### src/rtl/sram_scx_arbiter.sv
`default_nettype none
// +----------------------------------------------------------------------------+
// | Module      : sram_scx_arbiter                                             |
// | Description : Round-robin arbiter sharing one single-port 32-bit,          |
// |               byte-writable SRAM between two SCx masters. Converts the     |
// |               winning request into SRAM pin controls and returns read data |
// |               (with a valid strobe) to the issuing master one cycle later. |
// |               Optional lock (macro SRAM_ARB_LOCK_EN) gives one master      |
// |               exclusive back-to-back access, bounded by TIMEOUT cycles.    |
// | Ports       : CLK, RST               clock / synchronous active-high reset |
// |               Mx_REQ/WT/BE/ADDR/WDT  SCx request, command and write data   |
// |               Mx_LOCK                lock request (lock build only)        |
// |               Mx_nWAIT               0 = request stalled                   |
// |               Mx_RVALID/Mx_RDT       read return (RDT is 0 when not valid) |
// |               SRAM_CSN/WEN/A/BWEN/DI SRAM pin controls (active-low strobes)|
// |               SRAM_DOUT              SRAM read data, valid cycle after read|
// |               FAULT                  one-cycle pulse on lock timeout       |
// | Macro       : SRAM_ARB_LOCK_EN       builds the LOCKED states and counter  |
// | Revision    : 1.0  initial release                                         |
// +----------------------------------------------------------------------------+
module sram_scx_arbiter #(
    parameter int AWIDTH  = 11,
    parameter int TIMEOUT = 16
) (
    input  logic              CLK,
    input  logic              RST,
    input  logic              M0_REQ,
    input  logic              M0_WT,
    input  logic [3:0]        M0_BE,
    input  logic [31:0]       M0_ADDR,
    input  logic [31:0]       M0_WDT,
    input  logic              M0_LOCK,
    output logic              M0_nWAIT,
    output logic              M0_RVALID,
    output logic [31:0]       M0_RDT,
    input  logic              M1_REQ,
    input  logic              M1_WT,
    input  logic [3:0]        M1_BE,
    input  logic [31:0]       M1_ADDR,
    input  logic [31:0]       M1_WDT,
    input  logic              M1_LOCK,
    output logic              M1_nWAIT,
    output logic              M1_RVALID,
    output logic [31:0]       M1_RDT,
    output logic              SRAM_CSN,
    output logic              SRAM_WEN,
    output logic [AWIDTH-1:0] SRAM_A,
    output logic [31:0]       SRAM_BWEN,
    output logic [31:0]       SRAM_DI,
    input  logic [31:0]       SRAM_DOUT,
    output logic              FAULT
);

    logic        r_ptr;          // master that wins a two-way contention
    logic        w_ptr_nxt;
    logic        r_rtag_vld;     // a read was accepted last cycle
    logic        r_rtag_id;      // ... and this master issued it
    logic        w_lk0;          // M0 currently owns the lock
    logic        w_lk1;          // M1 currently owns the lock
    logic        w_gnt0;
    logic        w_gnt1;
    logic        w_any;
    logic        w_sel;          // winning master id (valid when w_any)
    logic        w_wt;
    logic [3:0]  w_be;
    logic [31:0] w_addr;
    logic [31:0] w_wdt;
    logic        w_fault;
    logic        w_unused;

    // Grant: nothing during reset; a lock owner excludes the other master;
    // otherwise a lone requester wins and a tie goes to r_ptr.
    always_comb begin
        w_gnt0 = 1'b0;
        w_gnt1 = 1'b0;
        if (!RST) begin
            if (w_lk0) begin
                w_gnt0 = M0_REQ;
            end else if (w_lk1) begin
                w_gnt1 = M1_REQ;
            end else if (M0_REQ && M1_REQ) begin
                w_gnt0 = ~r_ptr;
                w_gnt1 = r_ptr;
            end else begin
                w_gnt0 = M0_REQ;
                w_gnt1 = M1_REQ;
            end
        end
    end

    assign w_any  = w_gnt0 | w_gnt1;
    assign w_sel  = w_gnt1;
    assign w_wt   = w_sel ? M1_WT   : M0_WT;
    assign w_be   = w_sel ? M1_BE   : M0_BE;
    assign w_addr = w_sel ? M1_ADDR : M0_ADDR;
    assign w_wdt  = w_sel ? M1_WDT  : M0_WDT;

    always_comb begin
        SRAM_CSN  = 1'b1;
        SRAM_WEN  = 1'b1;
        SRAM_A    = '0;
        SRAM_BWEN = '1;
        SRAM_DI   = '0;
        if (w_any) begin
            SRAM_CSN  = 1'b0;
            SRAM_WEN  = ~w_wt;
            SRAM_A    = w_addr[AWIDTH+1:2];
            SRAM_BWEN = ~{{8{w_be[3]}}, {8{w_be[2]}}, {8{w_be[1]}}, {8{w_be[0]}}};
            SRAM_DI   = w_wdt;
        end
    end

    assign M0_nWAIT = ~(M0_REQ & ~w_gnt0);
    assign M1_nWAIT = ~(M1_REQ & ~w_gnt1);

    // Read return is gated by RST so a read accepted just before reset
    // is dropped rather than delivered during the reset cycle.
    assign M0_RVALID = ~RST & r_rtag_vld & ~r_rtag_id;
    assign M1_RVALID = ~RST & r_rtag_vld &  r_rtag_id;
    assign M0_RDT    = M0_RVALID ? SRAM_DOUT : 32'h0;
    assign M1_RDT    = M1_RVALID ? SRAM_DOUT : 32'h0;
    assign FAULT     = w_fault & ~RST;

    always_ff @(posedge CLK) begin
        if (RST) begin
            r_ptr      <= 1'b0;
            r_rtag_vld <= 1'b0;
            r_rtag_id  <= 1'b0;
        end else begin
            r_ptr      <= w_ptr_nxt;
            r_rtag_vld <= w_any & ~w_wt;
            r_rtag_id  <= w_sel;
        end
    end

`ifdef SRAM_ARB_LOCK_EN
    localparam logic [1:0] ST_RR  = 2'd0;
    localparam logic [1:0] ST_LK0 = 2'd1;
    localparam logic [1:0] ST_LK1 = 2'd2;
    localparam int         CW     = $clog2(TIMEOUT);
    localparam logic [CW-1:0] C_CNT_LAST = CW'(TIMEOUT - 1);

    logic [1:0]    r_state;
    logic [1:0]    w_state_nxt;
    logic [CW-1:0] r_cnt;
    logic [CW-1:0] w_cnt_nxt;
    logic          w_lock;

    assign w_lk0  = (r_state == ST_LK0);
    assign w_lk1  = (r_state == ST_LK1);
    assign w_lock = w_sel ? M1_LOCK : M0_LOCK;

    always_ff @(posedge CLK) begin
        if (RST) begin
            r_state <= ST_RR;
            r_cnt   <= '0;
        end else begin
            r_state <= w_state_nxt;
            r_cnt   <= w_cnt_nxt;
        end
    end

    always_comb begin
        w_state_nxt = r_state;
        w_cnt_nxt   = r_cnt;
        w_ptr_nxt   = r_ptr;
        w_fault     = 1'b0;
        case (r_state)
            ST_LK0, ST_LK1: begin
                // Counter runs every locked cycle, requested or not.
                w_cnt_nxt = r_cnt + CW'(1);
                if (w_any && !w_lock) begin
                    // Final locked access; takes precedence over a timeout.
                    w_state_nxt = ST_RR;
                    w_ptr_nxt   = ~w_sel;
                end else if (r_cnt == C_CNT_LAST) begin
                    w_state_nxt = ST_RR;
                    w_ptr_nxt   = (r_state == ST_LK0);
                    w_fault     = 1'b1;
                end
            end
            default: begin
                if (w_any) begin
                    w_ptr_nxt = ~w_sel;
                    if (w_lock) begin
                        w_state_nxt = w_sel ? ST_LK1 : ST_LK0;
                        w_cnt_nxt   = '0;
                    end
                end
            end
        endcase
    end

    assign w_unused = &{1'b0, M0_ADDR, M1_ADDR};
`else
    assign w_lk0   = 1'b0;
    assign w_lk1   = 1'b0;
    assign w_fault = 1'b0;

    always_comb begin
        w_ptr_nxt = r_ptr;
        if (w_any) begin
            w_ptr_nxt = ~w_sel;
        end
    end

    assign w_unused = &{1'b0, M0_ADDR, M1_ADDR, M0_LOCK, M1_LOCK, (TIMEOUT >= 2)};
`endif

endmodule
`default_nettype wire

### config.mk
export PLATFORM = sky130hd
export DESIGN_NAME = sram_scx_arbiter
export DESIGN_NICKNAME = d
export VERILOG_FILES = /design/src/rtl/sram_scx_arbiter.sv
export SDC_FILE = /design/constraint.sdc
export NUM_CORES = 1
export LEC_CHECK = 0
export CORE_AREA = 2 2 125 127
export DETAILED_ROUTE_END_ITERATION = 16
export DIE_AREA = 0 0 127 129
export GPL_TIMING_DRIVEN = 1
export SKIP_CTS_REPAIR_TIMING = 1
export SKIP_LAST_GASP = 1
export SYNTH_ARGS = -nofsm -noshare
export SYNTH_HDL_FRONTEND = slang
export SYNTH_SLANG_ARGS = --single-unit
export TNS_END_PERCENT = 30
### constraint.sdc
create_clock -name CLK -period 2.2 [get_ports CLK]
set_input_delay 0.33 -clock CLK [delete_from_list [all_inputs] [get_ports CLK]]
set_output_delay 0.33 -clock CLK [all_outputs]
set_load 0.05 [all_outputs]
# [Word-level counts from Yosys, hierarchy flattened]
# Index checks and enable logic that the tools add are counted.
[totals] ff_bits=3 latchBits=0 ramBits=0 rom_bits=0 in_bits=176 output_inout_bits=146 wordCells=35 mem_count=0
[op_classes] add_sub_neg=0 mul=0 div=0 order_cmp=0 eq_ne=0 shift=0 mux=15 bitwise_logic=16 n_reduce_logical=1
[ops] operator="32-bit 2-to-1 mux" count=5
[ops] operator="32-bit inverter" count=1
[ops] operator="13-bit 2-to-1 mux" count=1
[ops] operator="11-bit 2-to-1 mux" count=1
[ops] operator="1-bit inverter" count=8
[ops] operator="1-bit 2-to-1 mux" count=7
[ops] operator="1-bit AND" count=6
[ops] operator="4-bit 2-to-1 mux" count=1
[ops] operator="1-bit logical AND" count=1
[ops] operator="1-bit bitwise OR" count=1

# [Logic depth before layout (Yosys ltp)]
# Gate-level depths: netlist (run 1).
[depth] ltp_word=6 mapped_depth=6 mapped_depth_nobuf=3

# [Least setup slack after synthesis (run 1)]
# OpenSTA, ideal clock, no wires.
[synth_path] path_kind="input port to output port" from="in M1_REQ" to="out SRAM_BWEN[10]" t_arrival_ns=2.264 required_ns=1.870 slack_ns=-0.394 cell_stages=6 n_path_buf=3 cell_sequence="buf_2 a21boi_2 buf_6 and3_1 a31oi_1 buf_4"
[synth_between] elab_chain_len=6 word_cells_on_any_way=9 classes_between="mux (6); bitwise (2); reduce/logical (1)"
[synth_lines] element="start: declaration" line="36" text="input logic M1_REQ,"
[synth_lines] element="1-bit logical AND" line="81" text="end else if (M0_REQ && M1_REQ) begin"
[synth_lines] element="1-bit 2-to-1 mux" line="81"
[synth_lines] element="1-bit 2-to-1 mux" line="76" text="if (!RST) begin"
[synth_lines] element="4-bit 2-to-1 mux" line="94" text="assign w_be = w_sel ? M1_BE : M0_BE;"
[synth_lines] element="32-bit inverter" line="108" text="SRAM_BWEN = ~{{8{w_be[3]}}, {8{w_be[2]}}, {8{w_be[1]}}, {8{w_be[0]}}};"
[synth_lines] element="32-bit 2-to-1 mux *" line="104" text="if (w_any) begin"
[synth_lines] element="end: declaration" line="48" text="output logic [31:0] SRAM_BWEN,"
# Mark *: on every way between the ends. The rest lies on a longest branch, timed or not.

# [Worst setup path after layout (run 1)]
[layout_path] from="reg r_ptr" to="out SRAM_BWEN[4]"
[layout_between] elab_chain_len=5 word_cells_on_any_way=9 classes_between="mux (6); bitwise (3)"
[layout_lines] element="start: declaration" line="54" text="logic r_ptr;"
[layout_lines] element="start signal: assignment" line="130" text="r_ptr <= w_ptr_nxt;"
[layout_lines] element="1-bit 2-to-1 mux or 1-bit inverter (tied branches)" line="81, 82"
[layout_lines] element="1-bit 2-to-1 mux, on equally long branches" line="76, 81"
[layout_lines] element="4-bit 2-to-1 mux or 1-bit 2-to-1 mux (tied branches)" line="94, 76"
[layout_lines] element="32-bit inverter or 1-bit bitwise OR (tied branches)" line="108, 91"
[layout_lines] element="32-bit 2-to-1 mux *" line="104"
# Marked as above.

==> impl_metrics.env, run 1 <==
export IMPL_status="completed"
export IMPL_die_w_um=127
export IMPL_rsz0062_at_grt="no"
export IMPL_cts_buffers=3
export IMPL_ys_seq_area_share_pct=3.86
export IMPL_start_kind="register"
export IMPL_synth_most_common_cell="and2_1"
export IMPL_firstDrtPassIters=4
export IMPL_mappedNetlistArea_um2=1560
export IMPL_via_per_inst=4.09
export IMPL_synth_top_area_share_pct=25.7
export IMPL_synth_area_leaders="and2_1, a32oi_1, buf_4"
export IMPL_htreeDepth=1
export IMPL_cp_data_arrival_time_ns=1.75
export IMPL_synth_warnings=0
export IMPL_start_util_pct=10.4
export IMPL_cp_required_ns=1.87
export IMPL_post_route_util_pct=40.4
export IMPL_synth_edff_count=0
export IMPL_max_freq_ghz=0.480
export IMPL_hold_viol=0
export IMPL_irDropWorstVdd_mv=0.195
export IMPL_slew_violations=0
export IMPL_final_area_um2=6050
export IMPL_cp_num_buf_inv=3
export IMPL_die_h_um=129
export IMPL_cts_root_buf="clkbuf_16"
export IMPL_drive_gt1_share_pct=37.8
export IMPL_power_density_nw_per_um2=297
export IMPL_n_antenna_cell=0
export IMPL_finalSetupTns_ns=0
export IMPL_finalSetupViolCount=0
export IMPL_synth_fp_nets=416
export IMPL_cts_sink_count=3
export IMPL_wl_per_cell_um=14.9
export IMPL_min_delay_path_class="register to register"
export IMPL_r2r_worst_path_cells=4
export IMPL_crit_end="SRAM_BWEN[4]"
export IMPL_finalPower_w=0.00180
export IMPL_overflow=0
export IMPL_io_buffers=276
export IMPL_finClkSkew_ns=0.00189
export IMPL_fill_cells=1425
export IMPL_crit_fanout=6
export IMPL_synth_top_cells_by_count="and2_1, nor2_1, a32oi_1, buf_4, buf_2"
export IMPL_regArea_um2=60.1
export IMPL_nets=664
export IMPL_dp_cells=664
export IMPL_finalCritPeriodShare_pct=94.7
export IMPL_drt_wl_total_um=10100
export IMPL_clk_path_buf_depth=2
export IMPL_num_rows=45
export IMPL_crit_start="r_ptr"
export IMPL_ys_flop_type="dfxtp_1"
export IMPL_grt_max_degree=47
export IMPL_drc=0
export IMPL_r2r_end="r_rtag_vld"
export IMPL_p_leak_nw=2.45
export IMPL_ys_types=21
export IMPL_core_area_um2=15000
export IMPL_tritoncts="built"
export IMPL_critPathMostFrequentCell="buf_4"
export IMPL_grt_pass1_wl_um=14000
export IMPL_dp_hpwl_um=8440
export IMPL_worst_path_largest_cell_delay_ns=0.34
export IMPL_syn_area_per_cell_um2=6.49
export IMPL_die_area_um2=16400
export IMPL_crit_chain="nand2b_2, and2_4, buf_4, a31oi_1, buf_4, buf_12"
export IMPL_timing_rr_start="r_ptr"
export IMPL_slowest_stage="dfxtp_1"
export IMPL_ys_seq_elements=3
export IMPL_critical_path_endpoint_type="output port"
export IMPL_io_pins=322
export IMPL_antenna_found_initial=3
export IMPL_place_area_um2=5790
export IMPL_postRouteAntennaNets=0
export IMPL_drv_cap=0
export IMPL_grt_use_total_pct=10.8
export IMPL_drt_iter0_markers=68
export IMPL_rrSetupSlack_ns=0.92
export IMPL_final_cell_count_no_fill=675
export IMPL_routabilityCongestion=0.744
export IMPL_first_global_vias=2676
export IMPL_num_vias=2758
export IMPL_crit_family="buffers and inverters"
export IMPL_crit_cells=6
export IMPL_synthToLayoutAreaGrowth_pct=288
export IMPL_clkTransAtPathRegs_ns=0.03
export IMPL_syn_inst=240
export IMPL_clock_latency_ns=0.23
export IMPL_period_needed_ns=2.08
export IMPL_multi_input_area_um2=1140
export IMPL_yosysTopAreaCell="and2_1"
export IMPL_setup_worst_path_class="register to output port"
export IMPL_postSynth_asyncResetShare_pct=0
-- report_power, final --
part	leakage (nW)	internal, W	switching, W	total [W]
Clock	0.0382	0.000239	0.0000533	0.000293
Sequential	0.0248	0.0000584	0.00000296	0.0000614
Combinational	2.39	0.000738	0.000705	0.00144
Total	2.45	0.00104	0.000761	0.00180
-- layer usage --
layer	wire [um]	track usage (%)	vias to the layer above	share of wire, %
li1	-	-	1310	-
met1	3290	10.2	1241	33
met2	5400	21.6	181	54
met3	1150	4.49	20	11
met4	179	2.26	6	1.8
met5	44	0	-	0.44
-- area by class of cell --
type / instances / share of cell area (%)
sequential: 3 / 0.993
clock buffer: 4 / 1.30
multi-input combinational: 179 / 18.9
tap: 188 / 3.89
inverter: 1 / 0.0621
timing repair buffer: 300 / 74.9
-- through the flow --
stage	setup slack [ns]	hold slack, ns
after global placement	-0.404	0.522
after floorplan	-0.394	0.430
after detailed placement	-0.441	0.530
final	0.117	0.537
after CTS	-0.439	0.535
after global routing	0.0251	0.585
-- sequential cells by signal, indices dropped and copies added (netlist names) --
register	cells
r_rtag_id	1
r_ptr	1
r_rtag_vld	1
-- cell families after synthesis --
| family | count (synthesis) | synth area share [%] |
|---|---|---|
| flip-flops | 3 | 3.86 |
| other | 1 | 0.241 |
| AND/OR/NAND/NOR | 126 | 42.8 |
| buffers and inverters | 58 | 25.0 |
| AO/OA/AOI/OAI | 52 | 28.1 |
-- worst min-delay path by stage --
stage               cells after the start    endpoint   from  slack (ns)
finish                                  2       r_ptr  r_ptr        0.54
floorplan                               1  r_rtag_vld  M1_WT        0.43
CTS                                     2       r_ptr  r_ptr        0.54
global route                            3   r_rtag_id    RST        0.59
detailed placement                      2       r_ptr  r_ptr        0.53
global placement                        2       r_ptr  r_ptr        0.52
-- worst register-to-register path: stages (launching register included) --
cell and delay, ns:
dfxtp_1 0.40, nand2b_2 0.17, buf_6 0.31, nand2_1 0.13, o31ai_1 0.19
-- cell usage in the layout, fill, tap and decap left out, drive strengths merged --
| master | instances |
|---|---|
| o21ai | 1 |
| and2 | 65 |
| nor3b | 1 |
| a32oi | 43 |
| nand2 | 7 |
| clkbuf | 6 |
| nor2 | 45 |
| inv | 1 |
| dfxtp | 3 |
| dlymetal6s2s | 1 |
| nand2b | 2 |
| o31ai | 1 |
| buf | 169 |
| clkdlybuf4s50 | 128 |
| a21boi | 1 |
| conb | 1 |
| a21oi | 1 |
| a31oi | 5 |
| and3 | 6 |
(Power assumes the default switching activity.)
==> inputs of run 2 (changes only) <==
--- a/config.mk
+++ b/config.mk
@@ -11,6 +11,7 @@
 export GPL_TIMING_DRIVEN = 1
 export SKIP_CTS_REPAIR_TIMING = 1
 export SKIP_LAST_GASP = 1
+export SLEW_MARGIN = 0
 export SYNTH_ARGS = -nofsm -noshare
 export SYNTH_HDL_FRONTEND = slang
 export SYNTH_SLANG_ARGS = --single-unit
==> results of run 2 <==
No change in the layout: final DEF, timing and power equal those of run 1.
==> inputs of run 3 (changes only) <==
--- a/config.mk
+++ b/config.mk
@@ -8,7 +8,6 @@
 export CORE_AREA = 2 2 125 127
 export DETAILED_ROUTE_END_ITERATION = 16
 export DIE_AREA = 0 0 127 129
-export GPL_TIMING_DRIVEN = 1
 export SKIP_CTS_REPAIR_TIMING = 1
 export SKIP_LAST_GASP = 1
 export SLEW_MARGIN = 0
==> results of run 3 <==
No change in the layout: final DEF, timing and power equal those of run 1.
